### config.mk
export PLATFORM = sky130hd
export DESIGN_NAME = arinc_tx_fifo
export DESIGN_NICKNAME = d
export VERILOG_FILES = /design/src/rtl/arinc_tx_fifo.sv
export SDC_FILE = /design/constraint.sdc
export NUM_CORES = 1
export LEC_CHECK = 0
export CAP_MARGIN = 20
export CORE_MARGIN = 4
export CORE_UTILIZATION = 40
export DETAILED_ROUTE_END_ITERATION = 8
export DONT_BUFFER_PORTS = 1
export PLACE_DENSITY = 0.6
export RECOVER_POWER = 25
export SYNTH_ARGS = -nofsm -noshare
export SYNTH_HDL_FRONTEND = slang
export SYNTH_SLANG_ARGS = --single-unit
export TNS_END_PERCENT = 30
### constraint.sdc
create_clock -name clk -period 12.6 [get_ports clk]
set_input_delay 2.52 -clock clk [delete_from_list [all_inputs] [get_ports clk]]
set_output_delay 2.52 -clock clk [all_outputs]
set_load 0.02 [all_outputs]
### src/rtl/arinc_tx_fifo.sv
// rtl/arinc_tx_fifo.sv - buffered ARINC-429 style bipolar RZ word transmitter
module arinc_tx_fifo #(
    parameter int FCLK       = 50000000,
    parameter int FIFO_DEPTH = 8,
    parameter int GAP_BITS   = 4
) (
    input  logic                          clk,
    input  logic                          rst,
    input  logic [1:0]                    nvel,
    input  logic                          par_even,
    input  logic                          wr_valid,
    output logic                          wr_ready,
    input  logic [7:0]                    wr_adr,
    input  logic [22:0]                   wr_dat,
    output logic                          txd1,
    output logic                          txd0,
    output logic                          slp,
    output logic                          busy,
    output logic                          word_done,
    output logic [$clog2(FIFO_DEPTH):0]   fifo_cnt
);

    localparam int AW = $clog2(FIFO_DEPTH);

    localparam logic [10:0] NT_1M   = 11'(FCLK / 2000000);
    localparam logic [10:0] NT_100K = 11'(FCLK / 200000);
    localparam logic [10:0] NT_50K  = 11'(FCLK / 100000);
    localparam logic [10:0] NT_12K5 = 11'(FCLK / 25000);

    localparam logic [4:0] GAP_LAST = 5'(2 * GAP_BITS - 1);

    localparam logic [1:0] S_IDLE = 2'd0;
    localparam logic [1:0] S_DATA = 2'd1;
    localparam logic [1:0] S_GAP  = 2'd2;

    logic [30:0]   mem [FIFO_DEPTH];
    logic [AW-1:0] wptr, rptr;
    logic [AW:0]   cnt;

    logic [1:0]    state;
    logic [10:0]   hcnt;
    logic [10:0]   nt;
    logic          half;
    logic [4:0]    bitc;
    logic [4:0]    gcnt;
    logic [30:0]   sr;
    logic          lat_slp;

    logic          full, empty, push, pop, hc_end, gap_end;
    logic [30:0]   head;
    logic [31:0]   seq;
    logic [10:0]   nt_sel;

    assign full     = (cnt == (AW+1)'(FIFO_DEPTH));
    assign empty    = (cnt == '0);
    assign push     = wr_valid && !full;
    assign hc_end   = (hcnt == nt - 11'd1);
    assign gap_end  = (state == S_GAP) && hc_end && (gcnt == GAP_LAST);
    assign pop      = !empty && ((state == S_IDLE) || gap_end);
    assign head     = mem[rptr];

    assign wr_ready  = !full;
    assign fifo_cnt  = cnt;
    assign word_done = gap_end;
    assign busy      = (state != S_IDLE);
    assign slp       = busy ? lat_slp : (nvel == 2'd0);

    // Transmit order, MSB first: label 7..0, data 0..22, parity.
    always_comb begin
        seq = '0;
        seq[31:24] = head[30:23];
        for (int k = 0; k < 23; k++) begin
            seq[23-k] = head[k];
        end
        seq[0] = ~(^head) ^ par_even;
    end

    always_comb begin
        nt_sel = NT_12K5;
        case (nvel)
            2'd3:    nt_sel = NT_1M;
            2'd2:    nt_sel = NT_100K;
            2'd1:    nt_sel = NT_50K;
            default: nt_sel = NT_12K5;
        endcase
    end

    always_ff @(posedge clk) begin
        if (push) begin
            mem[wptr] <= {wr_adr, wr_dat};
        end
    end

    always_ff @(posedge clk) begin
        if (rst) begin
            wptr <= '0;
            rptr <= '0;
            cnt  <= '0;
        end else begin
            if (push) wptr <= wptr + AW'(1);
            if (pop)  rptr <= rptr + AW'(1);
            case ({push, pop})
                2'b10:   cnt <= cnt + (AW+1)'(1);
                2'b01:   cnt <= cnt - (AW+1)'(1);
                default: cnt <= cnt;
            endcase
        end
    end

    always_ff @(posedge clk) begin
        if (rst) begin
            state   <= S_IDLE;
            txd1    <= 1'b0;
            txd0    <= 1'b0;
            hcnt    <= '0;
            nt      <= NT_1M;
            half    <= 1'b0;
            bitc    <= '0;
            gcnt    <= '0;
            sr      <= '0;
            lat_slp <= 1'b0;
        end else if (pop) begin
            // First half of label bit 7 goes on the line the cycle after the pop.
            state   <= S_DATA;
            sr      <= seq[30:0];
            txd1    <= seq[31];
            txd0    <= ~seq[31];
            hcnt    <= '0;
            half    <= 1'b0;
            bitc    <= '0;
            nt      <= nt_sel;
            lat_slp <= (nvel == 2'd0);
        end else begin
            case (state)
                S_DATA: begin
                    if (hc_end) begin
                        hcnt <= '0;
                        if (!half) begin
                            half <= 1'b1;
                            txd1 <= 1'b0;
                            txd0 <= 1'b0;
                        end else begin
                            half <= 1'b0;
                            if (bitc == 5'd31) begin
                                state <= S_GAP;
                                gcnt  <= '0;
                            end else begin
                                bitc <= bitc + 5'd1;
                                sr   <= {sr[29:0], 1'b0};
                                txd1 <= sr[30];
                                txd0 <= ~sr[30];
                            end
                        end
                    end else begin
                        hcnt <= hcnt + 11'd1;
                    end
                end
                S_GAP: begin
                    if (hc_end) begin
                        hcnt <= '0;
                        if (gcnt == GAP_LAST) begin
                            state <= S_IDLE;
                        end else begin
                            gcnt <= gcnt + 5'd1;
                        end
                    end else begin
                        hcnt <= hcnt + 11'd1;
                    end
                end
                default: state <= S_IDLE;
            endcase
        end
    end

endmodule

==> impl_metrics.tcl <==
set metrics [dict create \
    most_common_flop_cell_mapped_by_yosys "edfxtp_1" \
    reg2regPathDepth 9 \
    detail_route.first_pass.iterations 5 \
    drt-wirelength-per-cell_um 19.7 \
    synthCells 920 \
    crit_buf_inv 1 \
    antenna_cells 0 \
    hold_path_depth 2 \
    start_util 0.408 \
    drv_cap 0 \
    r2r-end "sr[0]" \
    tightest_slew_ns 0.999 \
    antenna_violating_nets_post_route 0 \
    grt_max_degree 60 \
    status "finished, final reports clean" \
    cts_root_buf "clkbuf_16" \
    start_kind "input port" \
    std_cell_rows 66 \
    die-area_um2 36300 \
    fin_skew_ns 0.0201 \
    fmax_mhz 177 \
    power_report.internal_total_w 0.00233 \
    grt_overflow 0 \
    worstPathCellList "inv_1, ha_1, mux2_2" \
    synth.avg_cell_area_um2 14.5 \
    clock_insertion_delay_worst_skew_ns 0.52 \
    final_min_period_over_clock_period 0.449 \
    synth_area_um2 13300 \
    cts_resized 0 \
    cts.sink_count 326 \
    net_switching_power_w 0.00101 \
    post_cts_hold_buffer_count 0 \
    first_iter_violations 490 \
    synth.lib_cells_used.distinct 45 \
    timing.critical_path.arrival_ns 3.14 \
    design.core.area_um2 32700 \
    layout_cell_share_with_drive_strength_beyond_1 0.121 \
    syn2layout_area_growth_pct 12.1 \
    sequential_fraction_of_design_power 0.406 \
    post_cts.repair.setup_buffers 0 \
    grt_antenna_before_repair 0 \
    ys_ff_latch 326 \
    global_route_wire_length_before_repair_mm 43.1 \
    worst_setup_hold_path_clk_slew_ns 0.06 \
    tot_pwr_w 0.00334 \
    synth_enable_flop_cells 248 \
    wl_mm 27.4 \
    critical-path-max-stage-delay_ns 0.34 \
    dr_total_vias 7343 \
    grt_setup_unrepaired "false" \
    detailedPlacementHpwl_mm 14.8 \
    yosys_warnings 0 \
    slowest_stage_cell_cp "mux2_2" \
    cp_top_family "multiplexers" \
    hold-path-endpoint "nt[5]" \
    setup_total_negative_slack_ns 0 \
    final_cell_area_um2 15000 \
    cp-end-kind "primary output" \
    post_dp_cell_area_um2 13800 \
    criticalPathCategory "in -> out" \
    clock_buffer_count_from_cts 35 \
    sw_frac_of_total 0.302 \
    finalHoldViolCount 0 \
    cts-root-to-sink-buffers 3 \
    via_per_inst 5.28 \
    setup_viol 0 \
    vdd_ir_drop_max_v 0.000172 \
    crit_required_ns 10.08 \
    design.final.nets 979 \
    power.share.clock 0.302 \
    die_height_um 191 \
    tritoncts "yes" \
    async_reset_ff_frac 0 \
    port-buffer-count 0 \
    cts_max_level 2 \
    grt_usage 0.152 \
    final_core_utilization 0.457 \
    synth.net_count 976 \
    seq_area_frac_synth 0.675 \
    globalplace.congestion 0.716 \
    timing.hold.worst.start "nt[5]" \
    relSlewSlack 0.334 \
    slew_violations 0 \
    final.min_clock_period_ns 5.66 \
    r2r_slack_ns 8.65 \
    ioPinCount 47 \
    pwr-share-comb 0.293 \
    power.density_cell_area_nw_per_um2 224 \
    leak_pwr_nw 4.87 \
    path_max_fanout 4 \
    first_global_vias 7250 \
    post-route-drc-count 0 \
    floorplan.die.width_um 191 \
    hold_path.class "reg -> reg" \
]
[cell usage after synthesis (19+ instances only)]
cell type / n / area, µm²
clkbuf_1: 27 / 101
mux2i_1: 66 / 661
edfxtp_1: 248 / 7450
nand2_1: 93 / 349
xnor2_1: 35 / 307
nor2_1: 41 / 154
and3_1: 30 / 188
dfxtp_1: 78 / 1560
a21oi_1: 46 / 230
xor2_1: 23 / 201
ha_1: 19 / 238
a211oi_1: 32 / 240
o22ai_1: 32 / 200
mux4_2: 31 / 698
[power by group through the flow]
stage	combinational [W]	clock, W	sequential (W)
after floorplan	0.000831	0	0.00134
after global placement	0.000987	0	0.00138
after detailed placement	0.000992	0	0.00138
after CTS	0.000996	0.00103	0.00136
after global routing	0.00108	0.00108	0.00137
final	0.000978	0.00101	0.00136
[per-layer routing]
layer | GRT usage | wire (µm) | up-vias
li1 | - | - | 3493
met4 | 0.0387 | 444 | 0
met3 | 0.0324 | 1310 | 38
met1 | 0.203 | 12200 | 3672
met2 | 0.256 | 13500 | 140
met5 | 0 | 0 | -
[state kept, by name (all words and copies together) (netlist names), named ones only]
register and flops:
sr 31, wptr 3, state 2, hcnt 11, txd0 1, bitc 5
half 1, mem 248, gcnt 5, txd1 1, rptr 3, nt 8
fifo_cnt 4
[cell type report]
cell class | instances | area (µm²)
well taps | 442 | 553
clock inverters | 15 | 194
clock buffers | 47 | 941
flip-flops and latches | 326 | 9010
inverters | 12 | 45.0
multi-input cells | 531 | 4080
repair buffers | 17 | 128
fillers | 2918 | 17700
[how the worst max path moves through the flow]
stage,startpoint,endpoint,cells after the start,slack (ns)
global route,nvel[0],slp,3,6.90
detailed placement,nvel[0],slp,3,6.94
finish,nvel[0],slp,3,6.94
global placement,nvel[0],slp,3,6.95
floorplan,wr_valid,mem[0][0],2,6.43
CTS,nvel[0],slp,3,6.93
[cells by family after synthesis]
| family | after synthesis | synth area share |
|---|---|---|
| multiplexers | 98 | 0.103 |
| buffers and inverters | 63 | 0.0235 |
| adder cells (fa/ha/maj) | 19 | 0.0178 |
| flip-flops | 326 | 0.675 |
| XOR/XNOR | 58 | 0.0381 |
| AND/OR/NAND/NOR | 217 | 0.0758 |
| AO/OA/AOI/OAI | 139 | 0.0669 |
[worst reg2reg max path: cells and delay by family (launching register included)]
family	cells	cell delay, ns
multiplexers	1	0.62
buffers and inverters	1	0.91
AO/OA/AOI/OAI	2	0.68
flip-flops	1	0.87
XOR/XNOR	5	0.79
[layout by cell type, fill, tap and decap left out, drive strengths merged, types with 2 or more instances in the layout]
cell | netlist | routed
o31ai | 2 | 2
clkinv | 0 | 11
dfxtp | 78 | 78
mux2i | 66 | 66
nor4 | 2 | 2
mux4 | 31 | 31
bufinv | 0 | 4
nor4bb | 2 | 2
a311oi | 2 | 2
a211oi | 32 | 32
o22ai | 32 | 32
edfxtp | 248 | 248
nor2 | 41 | 41
buf | 24 | 17
nand2b | 5 | 5
a21oi | 50 | 50
o211ai | 3 | 3
nand3 | 15 | 15
nor3 | 11 | 11
and2 | 2 | 2
nand2 | 93 | 93
a22o | 2 | 2
a21o | 2 | 2
a22oi | 3 | 3
clkbuf | 27 | 47
xnor2 | 35 | 35
o21ai | 6 | 6
or3 | 6 | 6
nand4 | 5 | 5
xor2 | 23 | 23
nand3b | 2 | 2
inv | 12 | 12
and3 | 30 | 30
a221oi | 2 | 2
ha | 19 | 19
[per-stage QoR]
step | setup WS (ns) | hold slack [ns] | cells
6_report | 6.94 | 0.461 | 1390
5_1_grt | 6.90 | 0.494 | 1390
4_1_cts | 6.93 | 0.464 | 1390
3_5_place_dp | 6.94 | 0.456 | 1328
3_3_place_gp | 6.95 | 0.450 | 1328
2_1_floorplan | 6.43 | 0.448 | 920
Power figures use the tool's default switching activity.
